===== config.mk =====
export PLATFORM = sky130hd
export DESIGN_NAME = seg7_scan
export DESIGN_NICKNAME = d
export VERILOG_FILES = /design/src/rtl/seg7_scan_pkg.sv /design/src/rtl/seg7_dec.sv /design/src/rtl/seg7_scan.sv
export SDC_FILE = /design/constraint.sdc
export NUM_CORES = 1
export LEC_CHECK = 0
export ABC_AREA = 1
export BUFFER_PORTS_ARGS = -buffer_cell sky130_fd_sc_hd__buf_4
export CORE_AREA = 10 10 71 73
export DETAILED_ROUTE_END_ITERATION = 10
export DIE_AREA = 0 0 81 83
export MAX_ROUTING_LAYER = met4
export PLACE_DENSITY_LB_ADDON = 0.08
export REMOVE_ABC_BUFFERS = 1
export SYNTH_ARGS = -nofsm -noshare
export SYNTH_HDL_FRONTEND = slang
export SYNTH_SLANG_ARGS = --single-unit

===== constraint.sdc =====
create_clock -name clk -period 1.9 [get_ports clk]
set_input_delay 0.19 -clock clk [delete_from_list [all_inputs] [get_ports clk]]
set_output_delay 0.19 -clock clk [all_outputs]
set_load 0.02 [all_outputs]

===== src/rtl/seg7_scan_pkg.sv =====
// Shared constants for the two-digit 7-segment scan display:
// active-low segment encodings and the digit-enable patterns.
package seg7_scan_pkg;

   // Active-low segment patterns for digits 0..9, bit order {g,f,e,d,c,b,a}
   localparam logic [6:0] SEG_LUT [10] = '{
      7'h40, 7'h79, 7'h24, 7'h30, 7'h19,
      7'h12, 7'h02, 7'h78, 7'h00, 7'h10
   };

   // All segments dark
   localparam logic [6:0] SEG_BLANK = 7'h7F;

   // Active-low digit enables: an[0] = units, an[1] = tens
   localparam logic [1:0] AN_UNITS = 2'b10;
   localparam logic [1:0] AN_TENS  = 2'b01;
   localparam logic [1:0] AN_OFF   = 2'b11;

endpackage : seg7_scan_pkg


===== src/rtl/seg7_dec.sv =====
// Combinational decimal digit to active-low 7-segment pattern.
// Codes 10..15 are not decimal digits and produce a dark digit.
module seg7_dec
   import seg7_scan_pkg::*;
(
   input  logic [3:0] digit_i,
   output logic [6:0] seg_o
);

   // Table lookup for 0..9, blank for anything else
   always_comb begin
      seg_o = SEG_BLANK;
      if (digit_i <= 4'd9) begin
         seg_o = SEG_LUT[digit_i];
      end
   end

endmodule : seg7_dec


===== src/rtl/seg7_scan.sv =====
// Two-digit multiplexed 7-segment display for a 0..15 count.
// The count is captured once per frame (at the end of the tens slot) so a
// frame never shows two different values; outputs are registered so the
// digit enables never glitch between slots.
module seg7_scan
   import seg7_scan_pkg::*;
#(
   parameter int unsigned DIV      = 50000,
   parameter bit          BLANK_LZ = 1'b1
)
(
   input  logic       clk,
   input  logic       rs,
   input  logic [3:0] q,
   output logic [6:0] seg,
   output logic [1:0] an
);

   localparam int unsigned      PRE_W    = (DIV > 1) ? $clog2(DIV) : 1;
   localparam logic [PRE_W-1:0] PRE_LAST = PRE_W'(DIV - 1);

   logic [PRE_W-1:0] pre_q, pre_d;
   logic             sel_q, sel_d;
   logic [3:0]       cap_q, cap_d;
   logic [6:0]       seg_q, seg_d;
   logic [1:0]       an_q,  an_d;

   logic             wrap;
   logic             tens;
   logic [3:0]       units;
   logic [6:0]       units_seg;

   // Prescaler wrap, slot toggle and once-per-frame capture of the count
   always_comb begin
      wrap  = (pre_q == PRE_LAST);
      pre_d = wrap ? '0 : pre_q + PRE_W'(1);
      sel_d = wrap ? ~sel_q : sel_q;
      cap_d = (wrap && sel_q) ? q : cap_q;
   end

   // Decimal split of the captured value (0..15 -> tens 0/1, units 0..9)
   always_comb begin
      tens  = (cap_q >= 4'd10);
      units = tens ? (cap_q - 4'd10) : cap_q;
   end

   seg7_dec u_dec (
      .digit_i (units),
      .seg_o   (units_seg)
   );

   // Next digit enable / segment pattern for the slot currently selected
   always_comb begin
      an_d  = AN_UNITS;
      seg_d = units_seg;
      if (sel_q) begin
         if (tens) begin
            an_d  = AN_TENS;
            seg_d = SEG_LUT[1];
         end else if (BLANK_LZ) begin
            an_d  = AN_OFF;
            seg_d = SEG_BLANK;
         end else begin
            an_d  = AN_TENS;
            seg_d = SEG_LUT[0];
         end
      end
   end

   // State and output registers; reset restarts the frame dark, showing 0 next
   always_ff @(posedge clk) begin
      if (rs) begin
         pre_q <= '0;
         sel_q <= 1'b0;
         cap_q <= 4'd0;
         an_q  <= AN_OFF;
         seg_q <= SEG_BLANK;
      end else begin
         pre_q <= pre_d;
         sel_q <= sel_d;
         cap_q <= cap_d;
         an_q  <= an_d;
         seg_q <= seg_d;
      end
   end

   assign seg = seg_q;
   assign an  = an_q;

endmodule : seg7_scan


After elaboration in Yosys (flattened, before gate mapping)
Memories as Yosys holds them, arrays and structs flattened.
Cells that the tools add are included.
{ "word_totals": {"n_memories": 1, "ram_bits": 0, "out_inout_bits": 9, "mem_bits_ro": 112, "latch_bits": 0, "reg_bits": 30} }
{ "classes": {"shift": 0, "add_sub_neg": 2, "eq_ne": 1, "n_reduce_logical": 3, "div": 0, "order_cmp": 3, "bitwise_logic": 2, "muxes": 8, "multipliers": 0} }
{ "mem_list": {"columns": ["memory", "depth", "word_bits", "rd", "rd_clocked_by_memory_dff", "wr", "line_no", "text"], "rows": [
  ["(name not given)", 16, 7, 1, 0, 0, "seg7_dec.sv:14", "seg_o = SEG_LUT[digit_i];"]
]} }
{ "op_table": {"columns": ["op", "count"], "rows": [
  ["7-bit 2-to-1 mux", 4],
  ["16-bit by 1-bit adder with 16-bit output, second input constant", 1],
  ["16-bit equality test, second input constant", 1],
  ["5-bit >= comparator, second input constant", 1],
  ["4-bit NOT with 5-bit output", 1],
  ["4-bit >= comparator, second input constant", 1],
  ["4-bit less-or-equal comparator, second input constant", 1],
  ["4-bit 2-to-1 mux", 1],
  ["2-bit OR reduction", 2],
  ["4-bit subtractor, second input constant", 1],
  ["3-bit 2-to-1 mux", 1],
  ["2-bit 2-to-1 mux", 1],
  ["1-bit logical AND", 1],
  ["1-bit 2-to-1 mux", 1],
  ["1-bit NOT", 1]
]} }

Logic depth before layout (Yosys ltp)
{ "depth": {"depth_word": 8, "ltp_mapped": 11, "mapped_depth_nobuf": 11} }

Modules after synthesis
Synthesis repeated with hierarchy kept, for this count alone.
{ "unflattened": {"hier_cells": 220, "area_unflattened_um2": 1551.5} }
{ "modules_own_cells": {"columns": ["mod", "cells_per_inst", "instances", "area_each_um2", "seq_area_each_um2"], "rows": [
  ["seg7_scan", 189, 1, 1355.0, 600.6],
  ["seg7_dec", 31, 1, 196.4, 0.0]
]} }

Worst setup path before layout
OpenSTA, ideal clock, no wires.
{ "synth_path": {"path_type": "register to register", "start": "reg cap_q[3]", "end": "reg seg_q[1], in the netlist seg[1]", "path_buffers": 0, "period_less_slack_ns": 1.368, "path_stages_with_launch": 10, "required_ns": 1.842, "path_slack_ns": 0.532, "arrival_ns": 1.310, "path_cell_list": "dfxtp_1 > nand2_1 > nand2_1 > nand2_1 > inv_1 > ha_1 > or2_2 > nand2_1 > nand2_1 > nand2_1"} }
{ "synth_via": {"elab_chain_len": 8, "word_cells_on_any_way": 11} }
{ "synth_rtl": {"columns": ["element", "line_no", "text"], "rows": [
  ["from (decl)", "seg7_scan.sv:24", "logic [3:0] cap_q, cap_d;"],
  ["from (signal assigned)", "seg7_scan.sv:81", "cap_q <= cap_d;"],
  ["4-bit subtractor or 4-bit >= comparator (tied branches)", "seg7_scan.sv:44, seg7_scan.sv:43", null],
  ["4-bit 2-to-1 mux", "seg7_scan.sv:44", "units = tens ? (cap_q - 4'd10) : cap_q;"],
  ["4-bit NOT with 5-bit output (not written as such)", "seg7_dec.sv:14", null],
  ["memory read 16 x 7 bit", null, null],
  ["7-bit 2-to-1 mux (not written as such) (2 in a row)", "seg7_dec.sv:14", null],
  ["7-bit 2-to-1 mux", "seg7_dec.sv:13", "if (digit_i <= 4'd9) begin"],
  ["7-bit 2-to-1 mux (*)", "seg7_scan.sv:56", "if (sel_q) begin"],
  ["to (signal assigned)", "seg7_scan.sv:83", "seg_q <= seg_d;"],
  ["to (decl)", "seg7_scan.sv:25", "logic [6:0] seg_q, seg_d;"]
]} }
Mark *: on every way between the ends. The rest lies on a longest branch, timed or not. The select of a mux whose other input is x is not followed.
A chain may end at the register's enable or synchronous reset.

Worst setup path in the final report
Ends and elaborated chain as after synthesis.

==> flow_summary.json <==
{
  "arrival_ps": 1760,
  "grt_overflow_total": 0,
  "dp.cells": 267,
  "antenna_cells": 0,
  "power_density_nw_per_um2": 714,
  "nFillCells": 400,
  "drive_gt1_share_pct": 16.3,
  "synth_area_per_cell_sq_um": 7.14,
  "switching_share_pct": 22.2,
  "antenna_found_initial": 0,
  "pin_count": 15,
  "cp_max_fo": 6,
  "peakVddDrop_v": 0.000483,
  "p_seq_share_pct": 52.7,
  "fin_cells": 275,
  "areaGrowthSynthToFinish_pct": 16.6,
  "ys_seq_elements": 30,
  "status": "finished, final reports clean",
  "die_w_um": 81,
  "root_buffer": "clkbuf_8",
  "fin_area_sq_um": 1720,
  "total_power_mw": 1.23,
  "post_drt_wl_per_cell_um": 11.0,
  "grt_pass1_wl_um": 5080,
  "critPathLaunchType": "flop",
  "placed_cell_area_sq_um": 1630,
  "period_minus_slack_ps": 1530,
  "num-nets-final": 237,
  "start_util_pct": 40.7,
  "route.vias.total": 1317,
  "clkPwrFrac_pct": 42.7,
  "std_cell_rows": 22,
  "cts_tree": "built",
  "dieHeight_um": 83,
  "worst_pin_slew_ps": 417,
  "synth_warnings": 0,
  "numCtsBuffers": 5,
  "dp_hpwl_um": 2400,
  "crit_required_ps": 2120,
  "htreeDepth": 2,
  "ant_nets": 0,
  "rsz0062_at_grt": "false",
  "ctsHoldBuffers": 0,
  "comb_power_share_pct": 4.6,
  "syn-cell-area_sq_um": 1480,
  "clk_latency_ps": 280,
  "post_cts_buffers": 0,
  "p_sw_uw": 274,
  "cts.path.max_buffers": 2,
  "grt_max_degree": 17,
  "p_leak_nw": 0.688,
  "setup_viol": 0,
  "yosysUniqueCellTypes": 25,
  "holdWs_ps": 120,
  "finalHoldViolCount": 0,
  "slew-limit-headroom_pct": 72.1,
  "grt_pass1_vias": 1168,
  "drtPass1Iterations": 4,
  "p_int_uw": 957,
  "hp-class": "in2reg",
  "fin_crit_sh_pct": 80.7,
  "portBuffers": 14,
  "viasPerCell": 4.79,
  "skew_ps": 8.60,
  "crit_type": "reg2reg",
  "finalWeightedCongestion": 0.820,
  "yosysSeqAreaShare_pct": 40.6,
  "cts-resized-gates": 0,
  "die_area_sq_um": 6720,
  "drv_cap": 0,
  "route.detailed.drc": 0,
  "critical_path.endpoint_type": "flop",
  "first_iter_violations": 52,
  "drt-total-wl_um": 3030,
  "fin_setup_tns_ps": 0,
  "clkTransAtPathRegs_ps": 70,
  "drv_slew": 0,
  "core-area_sq_um": 3630,
  "syn-instance-count": 207,
  "fmax_mhz": 653,
  "track_usage_pct": 9.53,
  "clock-sinks": 30
}
[critical path, cell delays in order (launching register included)]
cell and delay (ps):
dfxtp_1 400, nand2_1 80, nand2_1 100, nand2_1 110, inv_1 110, ha_1 220, or2_2 290, nand2_1 70
nand2_1 50, nand2_1 60
[worst paths after layout]
path / slack, ps / cells past startpoint / from / to
hold / removal: 120 / 2 / rs / cap_q[2]
setup reg to reg: 370 / 9 / cap_q[3] / seg[1]
setup / recovery: 370 / 9 / cap_q[3] / seg[1]
hold reg to reg: 470 / 1 / pre_q[0] / pre_q[0]
[kinds of logic (layout without fill, tap and decap cells)]
kind of cell               count (synthesis)  in the layout  share of synthesized area (%)
and+or+nand+nor                          120            120                           38.7
adders and majority gates                  5              5                           4.23
buffers and inverters                     29             49                           7.87
DFF                                       30             30                           40.6
AOI/OAI and AO/OA                         21             21                           7.44
xor gates and xnor gates                   2              2                           1.18
[per-stage QoR]
stage | setup WS, ps | util (%)
2_1_floorplan | 532 | -
3_3_place_gp | 402 | 44.8
3_5_place_dp | 382 | 44.8
4_1_cts | 363 | 47.5
5_1_grt | 187 | 47.5
6_report | 368 | 47.5
[cell type report]
class / count / area (sq um) / share of cell area, %
Clock buffer: 6 / 82.6 / 4.79
Clock inverter: 2 / 12.5 / 0.726
Inverter: 27 / 101 / 5.88
Multi-Input combinational cell: 148 / 762 / 44.2
Sequential cell: 30 / 601 / 34.8
Tap cell: 48 / 60.1 / 3.48
Timing Repair Buffer: 14 / 105 / 6.10
[cell usage in the layout (no fill, tap or decap)]
| cell type | synthesis | routed |
|---|---|---|
| buf_4 | 0 | 14 |
| dfxtp_1 | 30 | 30 |
| o21ai_1 | 1 | 1 |
| nand4_1 | 10 | 10 |
| ha_1 | 5 | 5 |
| nor3_1 | 8 | 8 |
| nand3_1 | 18 | 18 |
| clkinv_2 | 0 | 1 |
| clkinvlp_4 | 0 | 1 |
| nor2_1 | 19 | 19 |
| o211ai_1 | 1 | 1 |
| nand2_2 | 5 | 5 |
| nor2_2 | 1 | 1 |
| or2_2 | 2 | 2 |
| nor2_4 | 2 | 2 |
| nand2_1 | 50 | 50 |
| or2_0 | 1 | 1 |
| o21a_1 | 1 | 1 |
| clkbuf_8 | 0 | 6 |
| inv_2 | 1 | 1 |
| inv_1 | 26 | 26 |
| a21oi_1 | 17 | 17 |
| nand3_2 | 1 | 1 |
| o21ai_0 | 1 | 1 |
| nor3_2 | 2 | 2 |
| nand2_4 | 1 | 1 |
| xor2_1 | 2 | 2 |
[metal layers]
| layer | wire, um | track usage [%] | part of all wire [%] |
|---|---|---|---|
| met4 | 17 | 2.35 | 0.56 |
| met1 | 1590 | 12.5 | 52 |
| met5 | 0 | - | 0 |
| met3 | 163 | 4.74 | 5.4 |
| met2 | 1270 | 12.6 | 42 |
[cell usage after synthesis, drive strengths merged]
| cell | number | area share [%] |
|---|---|---|
| clkbuf | 1 | 0.25 |
| xor2 | 2 | 1.2 |
| nand2 | 56 | 16 |
| o21ai | 2 | 0.68 |
| nand4 | 10 | 4.2 |
| a21oi | 17 | 5.8 |
| buf | 1 | 0.76 |
| o211ai | 1 | 0.51 |
| o21a | 1 | 0.51 |
| nand3 | 19 | 6.8 |
| ha | 5 | 4.2 |
| nor3 | 10 | 4.1 |
| dfxtp | 30 | 41 |
| inv | 27 | 6.9 |
| or2 | 3 | 1.3 |
| nor2 | 22 | 6.8 |
[registers in the layout (all words and copies together) (netlist names)]
name   cells
an         2
cap_q      4
pre_q     16
seg        7
sel_q      1
[power by group through the flow]
stage	Clock [mW]	Combinational, mW	Sequential (mW)
after floorplan	0	0.0190	0.673
after global placement	0	0.0575	0.663
after detailed placement	0	0.0578	0.663
after CTS	0.550	0.0578	0.649
after global routing	0.586	0.0619	0.650
final	0.526	0.0566	0.649
Note: power is estimated with default switching activity, not from simulation.
